[src/rtl/mips_prog_loader_if.sv]
// Bus bundle between the program loader and its surroundings: the program
// word stream, the unified memory port, the core control lines and the
// readback stream. The loader side is "master"; memory, core and the
// stream endpoints together form the "slave" side.
interface mips_prog_loader_if #(
   parameter int ADDR_W = 10,
   parameter int DATA_W = 32
);
   // program word stream into the loader
   logic              in_valid;
   logic [DATA_W-1:0] in_data;
   logic              in_last;
   logic              in_ready;

   // unified memory port
   logic              mem_we;
   logic [ADDR_W-1:0] mem_addr;
   logic [DATA_W-1:0] mem_wdata;
   logic [DATA_W-1:0] mem_rdata;
   logic              mem_own;

   // core control
   logic              cpu_pc_load;
   logic [ADDR_W-1:0] cpu_pc_value;
   logic              cpu_run;
   logic              cpu_halted;

   // readback stream out of the loader
   logic              out_valid;
   logic [DATA_W-1:0] out_data;
   logic              out_last;
   logic              out_ready;

   modport master (
      input  in_valid, in_data, in_last,
      output in_ready,
      output mem_we, mem_addr, mem_wdata, mem_own,
      input  mem_rdata,
      output cpu_pc_load, cpu_pc_value, cpu_run,
      input  cpu_halted,
      output out_valid, out_data, out_last,
      input  out_ready
   );

   modport slave (
      output in_valid, in_data, in_last,
      input  in_ready,
      input  mem_we, mem_addr, mem_wdata, mem_own,
      output mem_rdata,
      input  cpu_pc_load, cpu_pc_value, cpu_run,
      output cpu_halted,
      input  out_valid, out_data, out_last,
      output out_ready
   );
endinterface

[src/rtl/mips_prog_loader.sv]
// Program loader / run sequencer for the pipelined MIPS32 core.
// Streams a program into unified memory, loads the start PC, lets the core
// run until it halts (or a cycle budget expires), then streams a window of
// data memory back out.
module mips_prog_loader #(
   parameter int ADDR_W  = 10,
   parameter int DATA_W  = 32,
   parameter int CNT_W   = 16,
   parameter int TIMEOUT = 4000
) (
   input  logic               clk1,
   input  logic               reset,
   input  logic               go,
   input  logic [ADDR_W-1:0]  cfg_load_base,
   input  logic [ADDR_W-1:0]  cfg_start_pc,
   input  logic [ADDR_W-1:0]  cfg_dump_base,
   input  logic [CNT_W-1:0]   cfg_dump_len,
   mips_prog_loader_if.master bus,
   output logic               busy,
   output logic               done,
   output logic               timeout_err,
   output logic [CNT_W-1:0]   run_cycles
);

   typedef enum logic [2:0] {
      S_IDLE,
      S_LOAD,
      S_INIT,
      S_RUN,
      S_DUMP_RD,
      S_DUMP_OUT,
      S_DONE
   } state_t;

   // last RUN cycle allowed before abort (run counter starts at 0)
   localparam logic [CNT_W-1:0] TO_LAST = (TIMEOUT == 0) ? '0 : CNT_W'(TIMEOUT - 1);

   state_t            state, state_nxt;
   logic [ADDR_W-1:0] wr_addr;
   logic [ADDR_W-1:0] rd_addr;
   logic [ADDR_W-1:0] start_pc;
   logic [CNT_W-1:0]  dump_len;
   logic [CNT_W-1:0]  dump_left;
   logic [CNT_W-1:0]  run_cnt;
   logic              timeout_q;
   logic [DATA_W-1:0] rdata_q;
   logic              first_q;
   logic              to_hit;

   assign to_hit = (TIMEOUT != 0) && (run_cnt == TO_LAST);

   // state register
   always_ff @(posedge clk1) begin
      // NOTE: sequential state uses non-blocking assignments so every flop
      // samples pre-edge values regardless of process ordering.
      if (reset) state <= S_IDLE;
      else       state <= state_nxt;
   end

   // next-state decode
   always_comb begin
      // NOTE: default first so every path assigns state_nxt and no latch is inferred.
      state_nxt = state;
      case (state)
         S_IDLE, S_DONE: if (go) state_nxt = S_LOAD;
         S_LOAD:         if (bus.in_valid && bus.in_last) state_nxt = S_INIT;
         S_INIT:         state_nxt = S_RUN;
         S_RUN: begin
            // halt has priority over a coincident timeout
            if (bus.cpu_halted)  state_nxt = (dump_len != '0) ? S_DUMP_RD : S_DONE;
            else if (to_hit)     state_nxt = S_DONE;
         end
         S_DUMP_RD:      state_nxt = S_DUMP_OUT;
         S_DUMP_OUT: begin
            if (bus.out_ready) state_nxt = (dump_left == CNT_W'(1)) ? S_DONE : S_DUMP_RD;
         end
         default:        state_nxt = S_IDLE;
      endcase
   end

   // per-state outputs, all derived from the current state
   always_comb begin
      bus.in_ready    = 1'b0;
      bus.mem_we      = 1'b0;
      bus.mem_addr    = '0;
      bus.mem_wdata   = '0;
      bus.mem_own     = 1'b0;
      bus.cpu_pc_load = 1'b0;
      bus.cpu_run     = 1'b0;
      bus.out_valid   = 1'b0;
      bus.out_last    = 1'b0;
      busy            = 1'b0;
      done            = 1'b0;
      case (state)
         S_LOAD: begin
            busy          = 1'b1;
            bus.mem_own   = 1'b1;
            bus.in_ready  = 1'b1;
            // write strobe follows the handshake combinationally
            bus.mem_we    = bus.in_valid;
            bus.mem_addr  = wr_addr;
            bus.mem_wdata = bus.in_data;
         end
         S_INIT: begin
            busy            = 1'b1;
            bus.cpu_pc_load = 1'b1;
         end
         S_RUN: begin
            busy        = 1'b1;
            bus.cpu_run = 1'b1;
         end
         S_DUMP_RD: begin
            busy         = 1'b1;
            bus.mem_own  = 1'b1;
            bus.mem_addr = rd_addr;
         end
         S_DUMP_OUT: begin
            busy          = 1'b1;
            bus.mem_own   = 1'b1;
            bus.mem_addr  = rd_addr;
            bus.out_valid = 1'b1;
            bus.out_last  = (dump_left == CNT_W'(1));
         end
         S_DONE:  done = 1'b1;
         default: ;
      endcase
   end

   // session configuration, load/dump addresses, run counter and error flag
   always_ff @(posedge clk1) begin
      if (reset) begin
         wr_addr   <= '0;
         rd_addr   <= '0;
         start_pc  <= '0;
         dump_len  <= '0;
         dump_left <= '0;
         run_cnt   <= '0;
         timeout_q <= 1'b0;
      end else begin
         case (state)
            S_IDLE, S_DONE: begin
               if (go) begin
                  wr_addr   <= cfg_load_base;
                  rd_addr   <= cfg_dump_base;
                  start_pc  <= cfg_start_pc;
                  dump_len  <= cfg_dump_len;
                  dump_left <= cfg_dump_len;
                  run_cnt   <= '0;
                  timeout_q <= 1'b0;
               end
            end
            S_LOAD: begin
               if (bus.in_valid) wr_addr <= wr_addr + ADDR_W'(1);
            end
            S_RUN: begin
               if (run_cnt != '1) run_cnt <= run_cnt + CNT_W'(1);
               if (!bus.cpu_halted && to_hit) timeout_q <= 1'b1;
            end
            S_DUMP_OUT: begin
               if (bus.out_ready) begin
                  rd_addr   <= rd_addr + ADDR_W'(1);
                  dump_left <= dump_left - CNT_W'(1);
               end
            end
            default: ;
         endcase
      end
   end

   // hold the read word so out_data stays put while the consumer stalls
   always_ff @(posedge clk1) begin
      if (reset) begin
         first_q <= 1'b0;
         rdata_q <= '0;
      end else begin
         first_q <= (state == S_DUMP_RD);
         if (first_q) rdata_q <= bus.mem_rdata;
      end
   end

   // first DUMP_OUT cycle forwards the fresh memory word, later cycles the held copy
   assign bus.out_data     = first_q ? bus.mem_rdata : rdata_q;
   assign bus.cpu_pc_value = start_pc;
   assign timeout_err      = timeout_q;
   assign run_cycles       = run_cnt;

endmodule

[src/flat_wrapper.sv]
// flat-port wrapper written by rule: the top's interface ports become plain ports
module mips_prog_loader_flat 
#(
   parameter int ADDR_W  = 10,
   parameter int DATA_W  = 32,
   parameter int CNT_W   = 16,
   parameter int TIMEOUT = 4000
)
  (clk1, reset, go, cfg_load_base, cfg_start_pc, cfg_dump_base, cfg_dump_len, busy, done, timeout_err, run_cycles, bus_in_valid, bus_in_data, bus_in_last, bus_in_ready, bus_mem_we, bus_mem_addr, bus_mem_wdata, bus_mem_own, bus_mem_rdata, bus_cpu_pc_load, bus_cpu_pc_value, bus_cpu_run, bus_cpu_halted, bus_out_valid, bus_out_data, bus_out_last, bus_out_ready);
  mips_prog_loader_if #(.ADDR_W(ADDR_W), .DATA_W(DATA_W)) bus_i ();
  input  logic clk1;
  input  logic reset;
  input  logic go;
  input  logic [ADDR_W-1:0] cfg_load_base;
  input  logic [ADDR_W-1:0] cfg_start_pc;
  input  logic [ADDR_W-1:0] cfg_dump_base;
  input  logic [CNT_W-1:0] cfg_dump_len;
  output logic busy;
  output logic done;
  output logic timeout_err;
  output logic [CNT_W-1:0] run_cycles;
  input wire logic [$bits(bus_i.in_valid)-1:0] bus_in_valid;
  input wire logic [$bits(bus_i.in_data)-1:0] bus_in_data;
  input wire logic [$bits(bus_i.in_last)-1:0] bus_in_last;
  output wire logic [$bits(bus_i.in_ready)-1:0] bus_in_ready;
  output wire logic [$bits(bus_i.mem_we)-1:0] bus_mem_we;
  output wire logic [$bits(bus_i.mem_addr)-1:0] bus_mem_addr;
  output wire logic [$bits(bus_i.mem_wdata)-1:0] bus_mem_wdata;
  output wire logic [$bits(bus_i.mem_own)-1:0] bus_mem_own;
  input wire logic [$bits(bus_i.mem_rdata)-1:0] bus_mem_rdata;
  output wire logic [$bits(bus_i.cpu_pc_load)-1:0] bus_cpu_pc_load;
  output wire logic [$bits(bus_i.cpu_pc_value)-1:0] bus_cpu_pc_value;
  output wire logic [$bits(bus_i.cpu_run)-1:0] bus_cpu_run;
  input wire logic [$bits(bus_i.cpu_halted)-1:0] bus_cpu_halted;
  output wire logic [$bits(bus_i.out_valid)-1:0] bus_out_valid;
  output wire logic [$bits(bus_i.out_data)-1:0] bus_out_data;
  output wire logic [$bits(bus_i.out_last)-1:0] bus_out_last;
  input wire logic [$bits(bus_i.out_ready)-1:0] bus_out_ready;
  assign bus_i.in_valid = bus_in_valid;
  assign bus_i.in_data = bus_in_data;
  assign bus_i.in_last = bus_in_last;
  assign bus_in_ready = bus_i.in_ready;
  assign bus_mem_we = bus_i.mem_we;
  assign bus_mem_addr = bus_i.mem_addr;
  assign bus_mem_wdata = bus_i.mem_wdata;
  assign bus_mem_own = bus_i.mem_own;
  assign bus_i.mem_rdata = bus_mem_rdata;
  assign bus_cpu_pc_load = bus_i.cpu_pc_load;
  assign bus_cpu_pc_value = bus_i.cpu_pc_value;
  assign bus_cpu_run = bus_i.cpu_run;
  assign bus_i.cpu_halted = bus_cpu_halted;
  assign bus_out_valid = bus_i.out_valid;
  assign bus_out_data = bus_i.out_data;
  assign bus_out_last = bus_i.out_last;
  assign bus_i.out_ready = bus_out_ready;
  mips_prog_loader #(.ADDR_W(ADDR_W), .DATA_W(DATA_W), .CNT_W(CNT_W), .TIMEOUT(TIMEOUT)) u_core (.clk1(clk1), .reset(reset), .go(go), .cfg_load_base(cfg_load_base), .cfg_start_pc(cfg_start_pc), .cfg_dump_base(cfg_dump_base), .cfg_dump_len(cfg_dump_len), .bus(bus_i), .busy(busy), .done(done), .timeout_err(timeout_err), .run_cycles(run_cycles));
endmodule
[config.mk]
export PLATFORM = sky130hd
export DESIGN_NAME = mips_prog_loader_flat
export DESIGN_NICKNAME = d
export VERILOG_FILES = /design/src/rtl/mips_prog_loader_if.sv /design/src/rtl/mips_prog_loader.sv /design/src/flat_wrapper.sv
export SDC_FILE = /design/constraint.sdc
export NUM_CORES = 1
export LEC_CHECK = 0
export ABC_AREA = 1
export BUFFER_PORTS_ARGS = -buffer_cell sky130_fd_sc_hd__clkbuf_2
export CAP_MARGIN = 15
export CELL_PAD_IN_SITES_DETAIL_PLACEMENT = 0
export CELL_PAD_IN_SITES_GLOBAL_PLACEMENT = 1
export CORE_MARGIN = 2
export CORE_UTILIZATION = 30
export DETAILED_ROUTE_END_ITERATION = 7
export PLACE_DENSITY = 0.8
export RECOVER_POWER = 25
export REMOVE_ABC_BUFFERS = 1
export SLEW_MARGIN = 20
export SYNTH_ARGS = -nofsm -noshare
export SYNTH_HDL_FRONTEND = slang
export SYNTH_SLANG_ARGS = --single-unit
[constraint.sdc]
create_clock -name clk1 -period 1.77 [get_ports clk1]
set_clock_uncertainty 0.15 [all_clocks]
set_input_delay 0.177 -clock clk1 [delete_from_list [all_inputs] [get_ports clk1]]
set_output_delay 0.177 -clock clk1 [all_outputs]
set_load 0.02 [all_outputs]
==> flow_results.org, run 1 <==
** Placed design
- Prior to clock tree synthesis, the placed netlist has a worst setup slack of roughly 0.0059 ns.
- Placed Instance Area :: roughly 8000 sq um
- At the end of routability-driven placement, the weighted congestion stood at between 0.8 and 0.9.
- Detailed placement finished with a half-perimeter wire length of roughly 15,000 um.
- I/O Buffers :: between 200 and 250

** Route
- For this block, the routed nets add up to roughly 23,000 um of wire.
- The count of nets left with antenna violations once routing finished came out at 0.
- In the final routed layout, each cell accounts on average for 14.0 um.
- Remaining routing DRC violations :: 0
- Overall via count from detail_route :: ~7,700
- Routed via count divided by cell count :: between 4 and 5
- After the first detailed-routing iteration, the DRC count stood at 390.
- Before antenna repair, the detailed router went through 7 iterations.

** Worst hold path
- The worst hold path begins at cfg_load_base[7].
- Along the worst hold path, the cell count comes to 5.
- In this run the worst hold path is classified as primary input to flop.
- Endpoint with the worst hold slack :: u_core.wr_addr[7]

** STA
- The number of max-slew violations in the final report was 0.
- Total setup violations reported at the end of the flow :: 81
- Final period utilization :: 113%
- After routing, the total negative slack on setup checks comes to -15.77 ns.
- For the pin with the worst max-slew slack, the measured transition is about 0.35 ns.
- Final critical-path required period :: approximately 2.0 ns
- Max transition margin :: about three quarters
- The final hold violation count is 0.
- Max Fclk :: between 0.4 and 0.5 GHz
- Unrepaired setup endpoints after global routing :: true
- Final worst-path setup slack :: -0.237 ns

** Yosys
- Synthesis instantiated 41 different standard cells from the library.
- The synthesized netlist occupies a cell area of approximately 6200 sq um.
- The average instance in the mapped netlist occupies around 6.3 sq um.
- Counting every instance in the synthesized netlist gives 987.
- Yosys Warn Count :: 0
- After synthesis, flip-flops and latches occupy a little under two fifths of the total area.
- Synth Register Bits :: roughly 120

** Clock tree
- Clock tree from TritonCTS :: built
- The tree built by TritonCTS fans out to about 120 sinks.
- Deepest clock path buffer count :: 2
- Clock-pin slew was measured on the worst setup and hold paths at about 0.060 ns.
- The later pin in the worst-skew pair is clocked with a latency of between 0.4 and 0.5 ns.
- Level count of the clock H-tree :: 4
- The cell sitting at the root of the clock tree is a clkbuf_16.
- CTS buffer count :: 17

** Setup path
- In this run the critical register-to-register path is captured at u_core.state[1].
- In this run the worst setup path begins at u_core.state[1].
- In this run the critical register-to-register path is launched from u_core.state[1].
- Critical path startpoint category :: flop
- The critical path in this run is classified as flop to output pin.
- In this run the register-to-register setup slack is -0.15 ns.
- For the worst flop-to-flop path, the logic depth is 13.
- Data required, critical path :: 1.44 ns
- Biggest fanout along the worst timing path :: 9
- Worst EP arrival :: between 1.5 and 2 ns
- STA classifies the critical path endpoint as an output pin.

** Global route
- Global-route total usage across every layer :: 19.7%
- The number of antenna violations at the first check in global routing came to 1.
- The number of global-route vias before repair was roughly 7,200.
- The first global-routing pass estimated about 35,000 um of wire.
- Entering global routing, the biggest net connects approximately 50 pins.
- Remaining global-route overflow :: 0

** Floorplanning
- Die Height :: 148 um
- The initialized floorplan defines 52 standard-cell rows.
- The die is 148 um wide.
- Count of boundary I/O pins :: around 230
- The floorplan step defined a die boundary enclosing roughly 22,000 sq um.
- The initial utilization of the core area, before any placement, comes to 30.6%.
- Standard cell core area :: just over 20,000 sq um

** Layout
- Cells with a size suffix above 1 make up 34.2% of the layout.
- The area growth from synthesis to layout is 70.1%.
- The finished cells cover 10,500 sq um.
- The filler cells instantiated in the layout total 1,984.
- Number of nets in the layout :: 1,486

** Pwr
- Power spread over the standard cell area amounts to between 900 and 1000 nW/um^2.
- The analysis attributes to cell leakage a power of between 0.005 and 0.006 uW.
- Overall power consumption :: 9710 uW
- The worst-case IR drop observed on VDD is between 700 and 800 uV.

** Flow run
- Maximum Capacitance Violations :: 0

** Status
- Status :: finished, violations left
- The checks that failed: setup timing.
[layout make-up]
cell class / count / area, sq um / area share (%)
Inverter: 102 / 404 / 3.84
Multi-Input combinational cell: 722 / 3590 / 34.1
Clock buffer: 18 / 439 / 4.17
Tap cell: 270 / 338 / 3.21
Clock inverter: 13 / 88.8 / 0.844
Sequential cell: 115 / 2320 / 22.0
Timing Repair Buffer: 406 / 3340 / 31.8
Antenna cell: 1 / 2.50 / 0.0238
[synthesized netlist by cell type (all sizes together)]
library cell | number | area share (%)
nand2 | 282 | 18
nor2 | 175 | 11
dfxtp | 115 | 37
inv | 102 | 6.2
a21oi | 86 | 7.2
o21ai | 80 | 6.5
nand3 | 50 | 4.3
buf | 26 | 2.8
clkbuf | 22 | 1.4
a31oi | 9 | 0.91
nor3 | 8 | 0.83
ha | 5 | 1.0
nand4 | 5 | 0.51
o22ai | 5 | 0.51
or2 | 3 | 0.30
nand3b | 2 | 0.30
nor4 | 2 | 0.20
o21a | 2 | 0.24
o21bai | 2 | 0.24
a211oi | 1 | 0.12
a32o | 1 | 0.16
nor3b | 1 | 0.12
o211ai | 1 | 0.12
xnor2 | 1 | 0.14
xor2 | 1 | 0.14
[sequential cells by signal (all words and copies together) (netlist names)]
signal and count:
u_core.bus.cpu_pc_value 10, u_core.first_q 1, u_core.timeout_err 1, u_core.run_cycles 16, u_core.dump_len 16, u_core.rdata_q 32, u_core.dump_left 16, u_core.rd_addr 10
u_core.state 3, u_core.wr_addr 10
[cells by family (layout without fill, tap and decap cells)]
| group | after synthesis | in the layout | synth area share (%) |
|---|---|---|---|
| AOI/OAI and AO/OA | 187 | 187 | 16.0 |
| and+or+nand+nor | 528 | 528 | 35.1 |
| adders and majority gates | 5 | 5 | 1.01 |
| other | 0 | 1 | 0 |
| buffers and inverters | 150 | 539 | 10.4 |
| xor gates and xnor gates | 2 | 2 | 0.283 |
| DFF | 115 | 115 | 37.2 |
[routing by layer]
layer	vias to the layer above	track usage [%]	routed length [um]	part of all wire, %
met5	-	0	0	0
met4	0	7.69	521	2.3
met1	3520	23.7	9950	43
met3	39	3.58	1100	4.8
met2	218	34.8	11400	50
li1	3893	-	-	-
[where the power goes]
group          internal (uW)  switching (uW)
clock network           1800            1290
logic                   1590            1920
registers               2880             240
total                   6260            3450
[worst max-delay path, stage by stage, from the launching register on]
cell	delay (ns)
dfxtp_4	0.35
buf_6	0.11
nor3_4	0.23
inv_4	0.13
clkbuf_16	0.19
nor2_2	0.10
clkbuf_8	0.15
[worst max path at each step]
stage	to	slack, ns
detailed placement	u_core.dump_left[7]	0.006
finish	bus_mem_wdata[4]	-0.24
global placement	u_core.dump_left[7]	0.03
CTS	bus_mem_addr[6]	-0.21
floorplan	u_core.dump_left[9]	-1.65
global route	bus_mem_wdata[25]	-0.30
[metrics by stage]
step / hold slack [ns] / util [%] / cells
finish: 0.0393 / 52.0 / 1647
global route: 0.0457 / 52.0 / 1647
CTS: 0.0219 / 49.8 / 1632
detailed placement: 0.256 / 39.5 / 1501
global placement: 0.251 / 39.5 / 1501
floorplan: 0.0894 / - / 939
[placed cells by master, fill, tap and decap left out, types with 13 or more instances in the layout]
cell type | Yosys | routed
dfxtp_1 | 115 | 110
inv_1 | 95 | 89
o21ai_0 | 74 | 62
buf_4 | 7 | 77
nor2_1 | 171 | 138
nor2_2 | 3 | 33
clkbuf_16 | 0 | 22
buf_6 | 5 | 18
a21oi_1 | 82 | 76
nand2_2 | 6 | 13
clkbuf_2 | 1 | 171
nand3_1 | 48 | 46
clkbuf_8 | 0 | 29
dlygate4sd3_1 | 0 | 76
nand2_1 | 274 | 259
[what timing repair did]
item	in CTS	in global routing
hold buffers	76	0
endpoints found under the hold margin	84	0
setup endpoints to repair	54	140
cloned	2	5
setup buffers	23	14
resized for setup	168	92
pin swaps	7	20
No activity file was read; power rests on OpenSTA's default activity.
==> run 2, diff against run 1 <==
Settings changed: CAP_MARGIN 15 to 10, CORE_UTILIZATION 30 to 33, PLACE_DENSITY 0.8 to 0.84.
Clock period 1.77 ns to 2.25 ns, I/O delays scaled along.
==> run 2 against run 1 <==
  * The run now ends clean
  * Sequential power shrank 21%
  * Final cell count shrank 7.2%
  * Setup slack improved by 0.34 ns
  * Non-clock buffer count fell by 83
  * Die area down 8.8%
  * Critical path type unchanged
  * Largest cell class unchanged
  * Highest routed layer unchanged
==> flow_results.org, run 2 (synthesized netlist as in run 1, its figures left out) <==
** STA
- Max Fclk :: between 0.4 and 0.5 GHz
- The slew at the pin closest to its max-slew limit is 0.480 ns (was 0.354 ns).
- Final TNS setup :: 0 ns (was -15.77 ns)
- The final hold slack is 0.0151 ns (was 0.0393 ns).
- Number of hold-slack violations in the final timing report :: 0 (unchanged)
- The number of max-slew violations in the final report is 0 (unchanged).
- Final period utilization :: roughly 95%
- Final critical-path required period :: roughly 2.1 ns
- Total setup violations reported at the end of the flow :: 0 (was 81)
- The remaining max-slew budget at the tightest pin is 67.9% (was 76.2%).

** Pwr
- The power density of the placed cells came to 812 nW/um^2 (was 923 nW/um^2).
- Combinational Power Share :: 26.6% (was 36.1%)
- The worst IR drop on VDD is 654 uV (was 736 uV).
- The portion of total power attributed to sequential cells was 33.7% (was 32.1%).
- The net switching power figure is 2420 uW (was 3450 uW).
- Leak :: 0.00439 uW (was 0.00507 uW)
- The internal power component is 4850 uW (was 6260 uW).
- The switching portion of total power came to 33.3% (was 35.5%).
- The clock group share of total power is 39.7% (was 31.8%).

** Clock tree
- CTS buffer count :: 17 (unchanged)
- The total number of clock tree sinks was 115 (unchanged).
- The CTS tree is built (unchanged).
- Deepest clock path buffer count :: 2 (unchanged)
- The clock root buffer master is clkbuf_16 (unchanged).
- The insertion delay to the later sink of the worst-skew pair was 0.42 ns (about the same).
- The maximum level of the CTS H-tree is 4 (unchanged).
- Post-CTS clock slew at the launch and capture registers of the worst setup and hold paths :: 0.05 ns (was 0.06 ns)

** Placed design
- The half-perimeter wire length of the detailed placement result is 14,400 um (was 15,100 um).
- The count of input and output buffers was 226 (unchanged).
- The global placement routability congestion is 0.858 (was 0.814).
- Inst Count DP :: 1,422 (was 1,501)

** Route
- Total Routed Length :: 20,500 um (was 23,000 um)
- Overall via count from detail_route :: 7,260 (was 7,670)
- Routed via count divided by cell count :: 4.75 (was 4.66)
- The count of routing violations after the opening detailed-route iteration was 444 (was 390).
- The routed length per instance came to 13.4 um (was 14.0 um).
- The remaining number of nets flagged by the antenna check after routing was 0 (unchanged).
- The first-pass detailed-route iteration total came to 5 (was 7).
- The DRC violations left is 0 (unchanged).

** Global route
- Global-route wire length before repair :: 32,200 um (was 34,600 um)
- The number of antenna violations at the first check in global routing came to 0 (was 1).
- Pin count of the biggest net entering global routing :: 64 (was 49)
- The overall fraction of global-route tracks in use came to 20.0% (was 19.7%).
- Via count of the first global-routing pass :: 6,635 (was 7,153)
- The final global-route overflow total came to 0 (unchanged).

** Setup path
- Worst reg2reg startpoint :: u_core.run_cycles[10] (was u_core.state[1])
- Category of the worst setup path capture point :: output pin (unchanged)
- The kind of start point of the critical path is a flop (unchanged).
- The worst endpoint required time came to 1.88 ns (was 1.44 ns).
- The top fanout value on the critical path is 13 (was 9).
- The data arrival time of the critical path was 1.77 ns (was 1.68 ns).
- The startpoint-to-endpoint class of the critical path is flop to output pin (unchanged).
- Crit. Startpoint :: u_core.state[2] (was u_core.state[1])

** Layout
- Area added between synthesis and finish :: 44.7% (was 70.1%)
- Fraction of layout cells with a size suffix above 1 :: 23.3% (was 34.2%)
- Register name with the most flops :: u_core.rdata_q (unchanged)
- Top library cells by usage in the layout, fill and taps aside: nand2_1, clkbuf_2, nor2_1, dfxtp_1, inv_1 (unchanged).
- The leading cell type in the layout, fill and taps excluded is nand2_1 (unchanged).
- Largest register FFs :: 32 (unchanged)
- Total inserted antenna cells :: 0 (was 1)
- The net count reported at finish came to 1,403 (was 1,486).
- Number of non-filler instances in the completed layout :: 1,528 (was 1,647)

** Floorplanning
- The width of the die is 141 um (was 148 um).
- The row count was 50 (was 52).
- The core area is 18,500 sq um (was 20,200 sq um).
- Count of boundary I/O pins :: 227 (unchanged)
- The initial cell density of the core is 33.4% (was 30.6%).
- Die Height :: 141 um (was 148 um)
- Area of the die :: 19,900 sq um (was 21,800 sq um)

** Worst hold path
- The path type of the worst min-delay path was primary input to flop (unchanged).
- Startpoint of the most critical hold path :: cfg_dump_base[7] (was cfg_load_base[7])

** Status
- Status :: complete, no violations (was finished, violations left)

** Flow run
- Maximum Capacitance Violations :: 0 (unchanged)
==> run 2: final cells by class <==
type / count / area (sq um)
flip-flops and latches: 115 / 2310
inverters: 102 / 388
clock buffers: 19 / 443
fillers: 1952 / 9570
clock inverters: 13 / 183
repair buffers: 323 / 2080
multi-input cells: 722 / 3250
well taps: 234 / 293
==> run 2: critical path, stage by stage (launching register included) <==
cell	delay (ns)
dfxtp_4	0.41
nand2_1	0.10
nor2_4	0.16
buf_12	0.16
nand2_1	0.07
nor2_1	0.10
nand3_1	0.10
inv_1	0.10
buf_4	0.14
==> run 2: repair_timing <==
action / 4_1_cts / 5_1_grt
gates resized for setup: 5 / 15
cloned: 0 / 1
setup endpoints to repair: 25 / 40
hold buffers: 67 / 0
pin swaps: 1 / 2
buffers inserted: 1 / 5
hold endpoints to repair: 72 / 0
==> run 2: final timing paths <==
check | end | slack, ns | depth (start not counted)
worst max register to register | u_core.run_cycles[15] | 0.36 | 9
worst min register to register | u_core.dump_left[5] | 0.31 | 2
worst min-delay path | u_core.rd_addr[7] | 0.02 | 5
worst max-delay path | bus_out_last | 0.10 | 8
==> run 2: per-stage QoR <==
stage	power, uW	utilization, %	worst slack [ns]	cell area (sq um)
CTS	7300	48.0	0.0321	8890
finish	7270	48.3	0.104	8950
global route	7680	48.3	-0.00488	8950
global placement	4270	40.9	0.334	7570
floorplan	3580	-	-1.17	5930
detailed placement	4290	40.9	0.309	7570
==> run 2: power by group through the flow <==
| stage | combinational [uW] | clock, uW | sequential [uW] |
|---|---|---|---|
| 6_report | 1930 | 2890 | 2450 |
| 5_1_grt | 2170 | 3040 | 2480 |
| 3_3_place_gp | 1790 | 0 | 2480 |
| 3_5_place_dp | 1800 | 0 | 2480 |
| 2_1_floorplan | 1100 | 0 | 2470 |
| 4_1_cts | 1920 | 2940 | 2440 |
==> run 2: per-layer routing <==
layer | global-route usage (%) | wire [um] | vias to the layer above
met5 | 0 | 0 | -
met3 | 4.38 | 952 | 28
met4 | 6.16 | 323 | 0
li1 | - | - | 3715
met2 | 35.4 | 10100 | 211
met1 | 24.4 | 9130 | 3306
